==> src/rtl/exec_stage.sv <==
// Single-entry execute stage: ALU, flag register, branch resolution and memory-op decode.
// Define EXEC_SEG_EN to build the 7-segment display registers driven by the OUT opcode.
module exec_stage #(
    parameter int WIDTH  = 16,
    parameter int RA_W   = 3,
    parameter int NDIGIT = WIDTH / 4
) (
    input  logic                  clk,
    input  logic                  rst_n,
    input  logic                  in_valid,
    output logic                  in_ready,
    input  logic [WIDTH-1:0]      alu1,
    input  logic [WIDTH-1:0]      alu2,
    input  logic [3:0]            opcode,
    input  logic [2:0]            cond,
    input  logic                  is_branch,
    input  logic                  write_reg,
    input  logic [RA_W-1:0]       reg_addr,
    input  logic [1:0]            mem_op,
    input  logic [WIDTH-1:0]      address,
    input  logic [WIDTH-1:0]      store_data,
    input  logic                  flush,
    output logic                  out_valid,
    input  logic                  out_ready,
    output logic [WIDTH-1:0]      alu_out,
    output logic [WIDTH-1:0]      address_o,
    output logic [WIDTH-1:0]      store_data_o,
    output logic [WIDTH-1:0]      pctarget,
    output logic [RA_W-1:0]       reg_addr_o,
    output logic                  write_reg_o,
    output logic                  read_en,
    output logic                  write_en,
    output logic                  pcsrc,
    output logic [3:0]            flags_o,
    output logic [15:0]           taken_cnt,
    output logic [8*NDIGIT-1:0]   seg
);
    typedef enum logic [3:0] {
        OP_ADD = 4'd0, OP_SUB = 4'd1, OP_AND = 4'd2, OP_OR  = 4'd3,
        OP_XOR = 4'd4, OP_CMP = 4'd5, OP_MOV = 4'd6, OP_SLL = 4'd8,
        OP_SRL = 4'd9, OP_OUT = 4'd13
    } op_e;

    localparam int MSB = WIDTH - 1;

    logic              valid_q;
    logic [WIDTH-1:0]  alu_q, addr_q, sd_q;
    logic [RA_W-1:0]   ra_q;
    logic              wr_q, rd_q, we_q, pc_q;
    logic [3:0]        flags_q;
    logic [15:0]       cnt_q;

    logic              accept;
    logic [WIDTH:0]    sum_w, dif_w;
    logic [WIDTH-1:0]  res_d;
    logic              c_d, v_d, upd_d, taken_d;
    logic [3:0]        flags_d;

    assign in_ready = ~valid_q | out_ready;
    assign accept   = in_valid & in_ready & ~flush;
    assign sum_w    = {1'b0, alu1} + {1'b0, alu2};
    // Top bit of the zero-extended difference is the borrow.
    assign dif_w    = {1'b0, alu1} - {1'b0, alu2};

    always_comb begin
        res_d = '0;
        c_d   = 1'b0;
        v_d   = 1'b0;
        upd_d = 1'b0;
        case (opcode)
            OP_ADD: begin
                res_d = sum_w[MSB:0];
                c_d   = sum_w[WIDTH];
                v_d   = (alu1[MSB] == alu2[MSB]) && (sum_w[MSB] != alu1[MSB]);
                upd_d = 1'b1;
            end
            OP_SUB, OP_CMP: begin
                res_d = dif_w[MSB:0];
                c_d   = dif_w[WIDTH];
                v_d   = (alu1[MSB] != alu2[MSB]) && (dif_w[MSB] != alu1[MSB]);
                upd_d = 1'b1;
            end
            OP_AND: begin res_d = alu1 & alu2;       upd_d = 1'b1; end
            OP_OR:  begin res_d = alu1 | alu2;       upd_d = 1'b1; end
            OP_XOR: begin res_d = alu1 ^ alu2;       upd_d = 1'b1; end
            OP_SLL: begin res_d = alu1 << alu2[3:0]; upd_d = 1'b1; end
            OP_SRL: begin res_d = alu1 >> alu2[3:0]; upd_d = 1'b1; end
            OP_MOV: res_d = alu2;
            OP_OUT: res_d = alu1;
            default: res_d = '0;
        endcase
        flags_d = {res_d[MSB], res_d == '0, c_d, v_d};
    end

    // Branch decision sees the flags committed by earlier instructions only.
    always_comb begin
        taken_d = 1'b0;
        case (cond)
            3'd0: taken_d = flags_q[2];
            3'd1: taken_d = flags_q[3] ^ flags_q[0];
            3'd2: taken_d = flags_q[2] | (flags_q[3] ^ flags_q[0]);
            3'd3: taken_d = ~flags_q[2];
            3'd4: taken_d = 1'b1;
            3'd5: taken_d = ~(flags_q[3] ^ flags_q[0]);
            default: taken_d = 1'b0;
        endcase
    end

    always_ff @(posedge clk or negedge rst_n) begin
        if (!rst_n) begin
            valid_q <= 1'b0;
            alu_q   <= '0;
            addr_q  <= '0;
            sd_q    <= '0;
            ra_q    <= '0;
            wr_q    <= 1'b0;
            rd_q    <= 1'b0;
            we_q    <= 1'b0;
            pc_q    <= 1'b0;
            flags_q <= '0;
            cnt_q   <= '0;
        end else if (accept) begin
            valid_q <= 1'b1;
            alu_q   <= res_d;
            addr_q  <= address;
            sd_q    <= store_data;
            ra_q    <= reg_addr;
            wr_q    <= write_reg & (opcode != OP_CMP);
            rd_q    <= (mem_op == 2'd1);
            we_q    <= (mem_op == 2'd2);
            pc_q    <= taken_d & is_branch;
            if (upd_d) flags_q <= flags_d;
            if (taken_d & is_branch) cnt_q <= cnt_q + 16'd1;
        end else if (out_ready | flush) begin
            valid_q <= 1'b0;
        end
    end

    assign out_valid    = valid_q;
    assign alu_out      = alu_q;
    assign address_o    = addr_q;
    assign store_data_o = sd_q;
    assign pctarget     = sd_q;
    assign reg_addr_o   = ra_q;
    assign write_reg_o  = wr_q;
    assign read_en      = rd_q & valid_q;
    assign write_en     = we_q & valid_q;
    assign pcsrc        = pc_q & valid_q;
    assign flags_o      = flags_q;
    assign taken_cnt    = cnt_q;

`ifdef EXEC_SEG_EN
    logic [8*NDIGIT-1:0] seg_q;

    function automatic logic [7:0] seg_enc(input logic [3:0] n);
        case (n)
            4'h0: return 8'hFC;  4'h1: return 8'h60;  4'h2: return 8'hDA;  4'h3: return 8'hF2;
            4'h4: return 8'h66;  4'h5: return 8'hB6;  4'h6: return 8'hBE;  4'h7: return 8'hE0;
            4'h8: return 8'hFE;  4'h9: return 8'hF6;  4'hA: return 8'hEE;  4'hB: return 8'h3E;
            4'hC: return 8'h1A;  4'hD: return 8'h7A;  4'hE: return 8'h9E;  default: return 8'h8E;
        endcase
    endfunction

    always_ff @(posedge clk or negedge rst_n) begin
        if (!rst_n) begin
            seg_q <= {NDIGIT{8'hFC}};
        end else if (accept && opcode == OP_OUT) begin
            for (int unsigned i = 0; i < NDIGIT; i++) begin
                seg_q[8*i +: 8] <= seg_enc(alu1[4*i +: 4]);
            end
        end
    end

    assign seg = seg_q;
`else
    assign seg = '0;
`endif

endmodule

==> config.mk <==
export PLATFORM = sky130hd
export DESIGN_NAME = exec_stage
export DESIGN_NICKNAME = d
export VERILOG_FILES = /design/src/rtl/exec_stage.sv
export SDC_FILE = /design/constraint.sdc
export NUM_CORES = 1
export LEC_CHECK = 0
export BUFFER_PORTS_ARGS = -buffer_cell sky130_fd_sc_hd__buf_2
export CORE_ASPECT_RATIO = 1.5
export CORE_MARGIN = 2
export CORE_UTILIZATION = 59
export DETAILED_ROUTE_END_ITERATION = 7
export PLACE_DENSITY = 0.88
export SLEW_MARGIN = 20
export SYNTH_ARGS = -nofsm -noshare
export SYNTH_HDL_FRONTEND = slang
export SYNTH_SLANG_ARGS = --single-unit
==> constraint.sdc <==
create_clock -name clk -period 4.7 [get_ports clk]
set_clock_uncertainty 0.05 [all_clocks]
set_input_delay 0.47 -clock clk [delete_from_list [all_inputs] [get_ports clk]]
set_output_delay 0.47 -clock clk [all_outputs]
set_load 0.005 [all_outputs]
# [Word level (Yosys, flattened, before mapping)]
# Index checks and enable logic that the tools add are counted.
[op_classes] addsub=3 n_mul=0 div_mod_pow=0 magnitude_cmp=0 n_eq_ne=21 n_shift=2 n_mux=7 bitwise=18 reduce_logical=10
[op_table] op="$pmux 16 s9" n=1
[op_table] op="$add 16x16->17" n=1
[op_table] op="$sub 16x16->17" n=1
[op_table] op="$add 16x1->16 const B" n=1
[op_table] op="$and 16x16->16" n=1
[op_table] op="$logic_not 16->1" n=1
[op_table] op="$or 16x16->16" n=1
[op_table] op="$shl 16x4->16" n=1
[op_table] op="$shr 16x4->16" n=1
[op_table] op="$xor 16x16->16" n=1
[op_table] op="$eq 4x3->1 const B" n=3
[op_table] op="$eq 4x4->1 const B" n=3
[op_table] op="$eq 4x2->1 const B" n=2
[op_table] op="$reduce_or 8->1" n=1
[op_table] op="$and 1x1->1" n=7
[op_table] op="$eq 3x2->1 const B" n=2
[op_table] op="$eq 3x3->1 const B" n=2
[op_table] op="$pmux 1 s6" n=1
[op_table] op="$eq 4x1->1 const B" n=1
[op_table] op="$logic_not 4->1" n=1
[op_table] op="$ne 4x3->1 const B" n=1
[op_table] op="$not 1->1" n=4
[op_table] op="$pmux 1 s2" n=2
[op_table] op="$reduce_and 2->1" n=2
[op_table] op="other kinds (12)" n=19
[word_totals] ff_bits=76 latch_bits=0 ram_bits=0 romBits=0 inputBits=83 out_inout_bits=125 mem_count=0

# [Longest topological paths before layout]
[depth] depth_word=5 depth_mapped=13 depth_no_buf=12

# [Worst setup path before layout]
# OpenSTA, ideal clock, no wires.
[synth_path] path_type="input -> register" from="input alu2[2]" to="register flags_q[2], in the netlist flags_o[2]" setup_time_ns=0.067 arrival_time_ns=3.099 path_slack_ns=1.483 cell_stages=13 path_cell_list="buf_4 > inv_1 > clkbuf_1 > ha_1 > nand3_1 > o22ai_1 > or2_2 > a221o_1 > a2111o_1 > a211oi_1 > nand4_1 > nor4_2 > a32o_2"
[synth_via] elab_chain_cells=3 word_cells_on_any_way=9 cone_classes="add/sub: 2; shift: 2; mux: 1; bitwise: 3; reduce/logical: 1"
[synth_rtl] item="from (decl)" line="13" text="input logic [WIDTH-1:0] alu2,"
[synth_rtl] item="$sub 16x16->17, or another cell as far along" line="63" text="assign dif_w = {1'b0, alu1} - {1'b0, alu2};"
[synth_rtl] item="$pmux 16 s9 (*)" line="70" text="case (opcode)"
[synth_rtl] item="$logic_not 16->1 (*)" line="92" text="flags_d = {res_d[MSB], res_d == '0, c_d, v_d};"
[synth_rtl] item="to (signal assigned)" line="132" text="if (upd_d) flags_q <= flags_d;"
[synth_rtl] item="to (decl)" line="50" text="logic [3:0] flags_q;"
# Every way passes the cells marked *; elsewhere a longest branch is shown, timed or not.
# A chain may end at the register's enable or synchronous reset.

# [Final worst setup path]
[layout_path] from="input alu2[3]" to="register flags_q[2], in the netlist flags_o[2]"
# Same word-level chain as after synthesis.

==> metrics.md <==
| Metric | Value |
|---|---|
| Internal power | `1550 uW` |
| Slew HR | `28.6%` |
| Detailed-route DRC error count | `0` |
| First-pass GRT wire length | `39,000 um` |
| Status | `finished, final reports clean` |
| Via count | `7,900` |
| Count of final setup violators | `0` |
| Antenna cells | `0` |
| Post-CTS Setup Inserts | `0` |
| Initial antenna violation count | `0` |
| Die ar. | `14,100 sq um` |
| Most frequent cells in the layout | `nand2_1, buf_2, dfrtp_1` |
| H-Tree Depth | `3` |
| Inserted Clock Buffers | `9` |
| FF/Latch Area | `1900 sq um` |
| TritonCTS clock tree | `built` |
| Clk_lat worst skew | `320 ps` |
| Routed Antenna Nets | `0` |
| Commonest non-fill, non-tap cell in the layout | `nand2_1` |
| Worst-margin pin slew | `1060 ps` |
| Ys async rst share | `100%` |
| Post-CTS sizing | `0` |
| VDD IR max | `0.233 mV` |
| Die height | `145 um` |
| P_sw | `789 uW` |
| Vias per cell | `6.34` |
| Post-Layout Cell Count | `1,247` |
| Layout cells sized above 1 | `23.0%` |
| Hold Vio Cnt, Final | `0` |
| Clock sink count | `76` |
| Yosys reg bits | `76` |
| Arrival time at the worst endpoint | `3640 ps` |
| Routed len/inst | `20.4 um` |
| HPWL after DPL | `19,800 um` |
| Comb pwr share | `34.7%` |
| Reg clk slew, reported paths | `60 ps` |
| Fin crit share | `74.0%` |
| CP max FO | `9` |
| Max cap viols | `0` |
| IO Port Bufs | `175` |
| Total track usage | `34.9%` |
| Final Slew Violations | `0` |
| Leakage power | `0.00436 uW` |
| Pwr dens | `268 nW/um^2` |
| Main synth FF type | `dfrtp_1` |
| Setup crit start kind | `primary input` |
| Starting Density | `60.0%` |
| Mapped Cells | `967` |
| Grt total ovfl | `0` |
| Vias in the first global route | `7,437` |
| Max Freq | `288 MHz` |
| Setup ws final | `1220 ps` |
| Area Growth Syn to Fin | `12.3%` |
| WL final | `25,400 um` |
| Worst r2r src | `out_valid` |
| First drt pass iteration count | `7` |
| RSZ-0062 raised after global routing | `false` |
| Largest net degree at the start of global routing | `77` |
| Post-synth EDFFs | `0` |
| Place WS | `988 ps` |
| Yosys warns | `0` |
| Multi-input logic area | `5140 sq um` |
| Fillers | `1,106` |
| Seq pwr share | `34.7%` |
| Inst Count DP | `1,232` |
| Crit Path Category | `in -> reg` |
| Rows | `51` |
| Avg Cell Area, Syn | `8.04 sq um` |
| Sw Ratio | `33.7%` |
| Reg2reg setup slack | `1710 ps` |
| Worst hold path class | `in -> async` |
| Core region area | `13,000 sq um` |
| Root Buffer | `clkbuf_16` |
| IO Pins | `208` |
| Die Wd | `97.7 um` |
| Reg2reg path depth | `9` |
| Clock power frac | `30.6%` |
| Register area share after synthesis | `24.5%` |
| Clock Path Buffers | `2` |
| Netlist cell types | `81` |
| Fin Setup TNS | `0 ps` |
| WP data required | `4860 ps` |
| Final Wtd Congestion | `1.03` |
| Min Tclk post-route | `3480 ps` |
| Initial DRC Count | `725` |
| Final net count | `1,219` |
| FF-to-FF End | `taken_cnt[12]` |
| Synthesized area | `7770 sq um` |
| Cts hold-fix bufs | `0` |
| Worst Setup End Kind | `flop` |
| Crit path from | `alu2[3]` |
cells by family after synthesis:
group / Yosys count / share of synthesized area [%]
adder cells (fa/ha/maj): 52 / 8.56
XOR/XNOR: 21 / 2.37
flip-flops: 76 / 24.5
buffers and inverters: 163 / 11.0
AO/OA/AOI/OAI: 211 / 19.4
AND/OR/NAND/NOR: 387 / 23.1
other: 1 / 0.0482
multiplexers: 56 / 11.2
power by group through the flow:
stage                     registers [uW]  clock network (uW)  logic, uW
final                                812                 717        814
after global routing                 822                 755        886
after CTS                            811                 725        802
after detailed placement             820                   0        793
after global placement               813                   0        777
after floorplan                      824                   0        512
worst max-delay path: stages:
cell and delay [ps]:
buf_2 190, clkinv_1 220, ha_1 480, nor2_1 100, a211oi_1 390, a21oi_1 220
o41ai_2 440, o21ai_1 150, o311ai_0 320, o21ai_1 180, and2_1 200, a32o_2 260
state kept, by name (all words and copies together) (netlist names):
name	flops
address_o	16
alu_out	16
pctarget	16
taken_cnt	16
flags_o	4
reg_addr_o	3
out_valid	1
pc_q	1
rd_q	1
we_q	1
write_reg_o	1
area by class of cell:
type                       instances  share of cell area, %
clock buffer                      11                   2.78
clock inverter                     4                  0.846
inverter                          48                   2.06
multi-input combinational        759                   58.9
sequential                        76                   21.8
tap                              159                   2.28
timing repair buffer             190                   11.4
metrics by stage:
step / cell area (sq um) / hold WS, ps / util, % / power [uW]
after global routing: 8730 / 272 / 67.4 / 2460
after CTS: 8730 / 257 / 67.4 / 2340
after floorplan: 7890 / 124 / - / 1340
final: 8730 / 218 / 67.4 / 2340
after detailed placement: 8410 / 399 / 64.9 / 1610
after global placement: 8410 / 391 / 64.9 / 1590
worst max-delay path by stage:
stage	end	cells past startpoint	slack, ps
after floorplan	flags_o[2]	13	1480
after global placement	flags_o[2]	11	1040
after detailed placement	flags_o[2]	12	990
after CTS	flags_o[2]	12	1290
after global routing	flags_o[2]	12	1040
final	flags_o[2]	12	1220
cell usage after synthesis, types with 5 or more instances:
library cell	count	area (sq um)
or3_1	5	31.3
dfrtp_1	76	1900
nor2_1	74	278
nor4_1	5	31.3
mux2_2	12	135
clkbuf_1	35	131
xor2_1	5	43.8
buf_2	19	95.1
a21o_1	5	37.5
o22ai_1	9	56.3
and2_1	7	43.8
o311ai_0	5	43.8
nor3b_1	5	37.5
o221ai_1	6	52.6
a21boi_0	6	45.0
ha_1	50	626
inv_1	47	176
buf_4	50	375
a221o_1	8	80.1
and3_1	7	43.8
nor3_1	22	110
a22oi_1	9	67.6
o211ai_1	10	75.1
nand2_1	189	709
xnor2_1	16	140
nand3_1	23	115
a31oi_1	9	56.3
mux4_2	19	428
nand2b_1	6	37.5
buf_1	7	26.3
nand4_1	8	50.1
a21oi_1	39	195
mux2i_1	21	210
a211o_1	6	52.6
a211oi_1	13	97.6
nor2b_1	12	75.1
o21ai_0	35	175
routing by layer:
layer  GRT usage (%)  up-vias  share of wire [%]
li1                -     3611                  -
met1            36.7     3681                 35
met2            63.4      483                 51
met3            6.23      125                7.4
met4            23.7        0                7.2
met5               0        -                  0
Power figures use the tool's default switching activity.
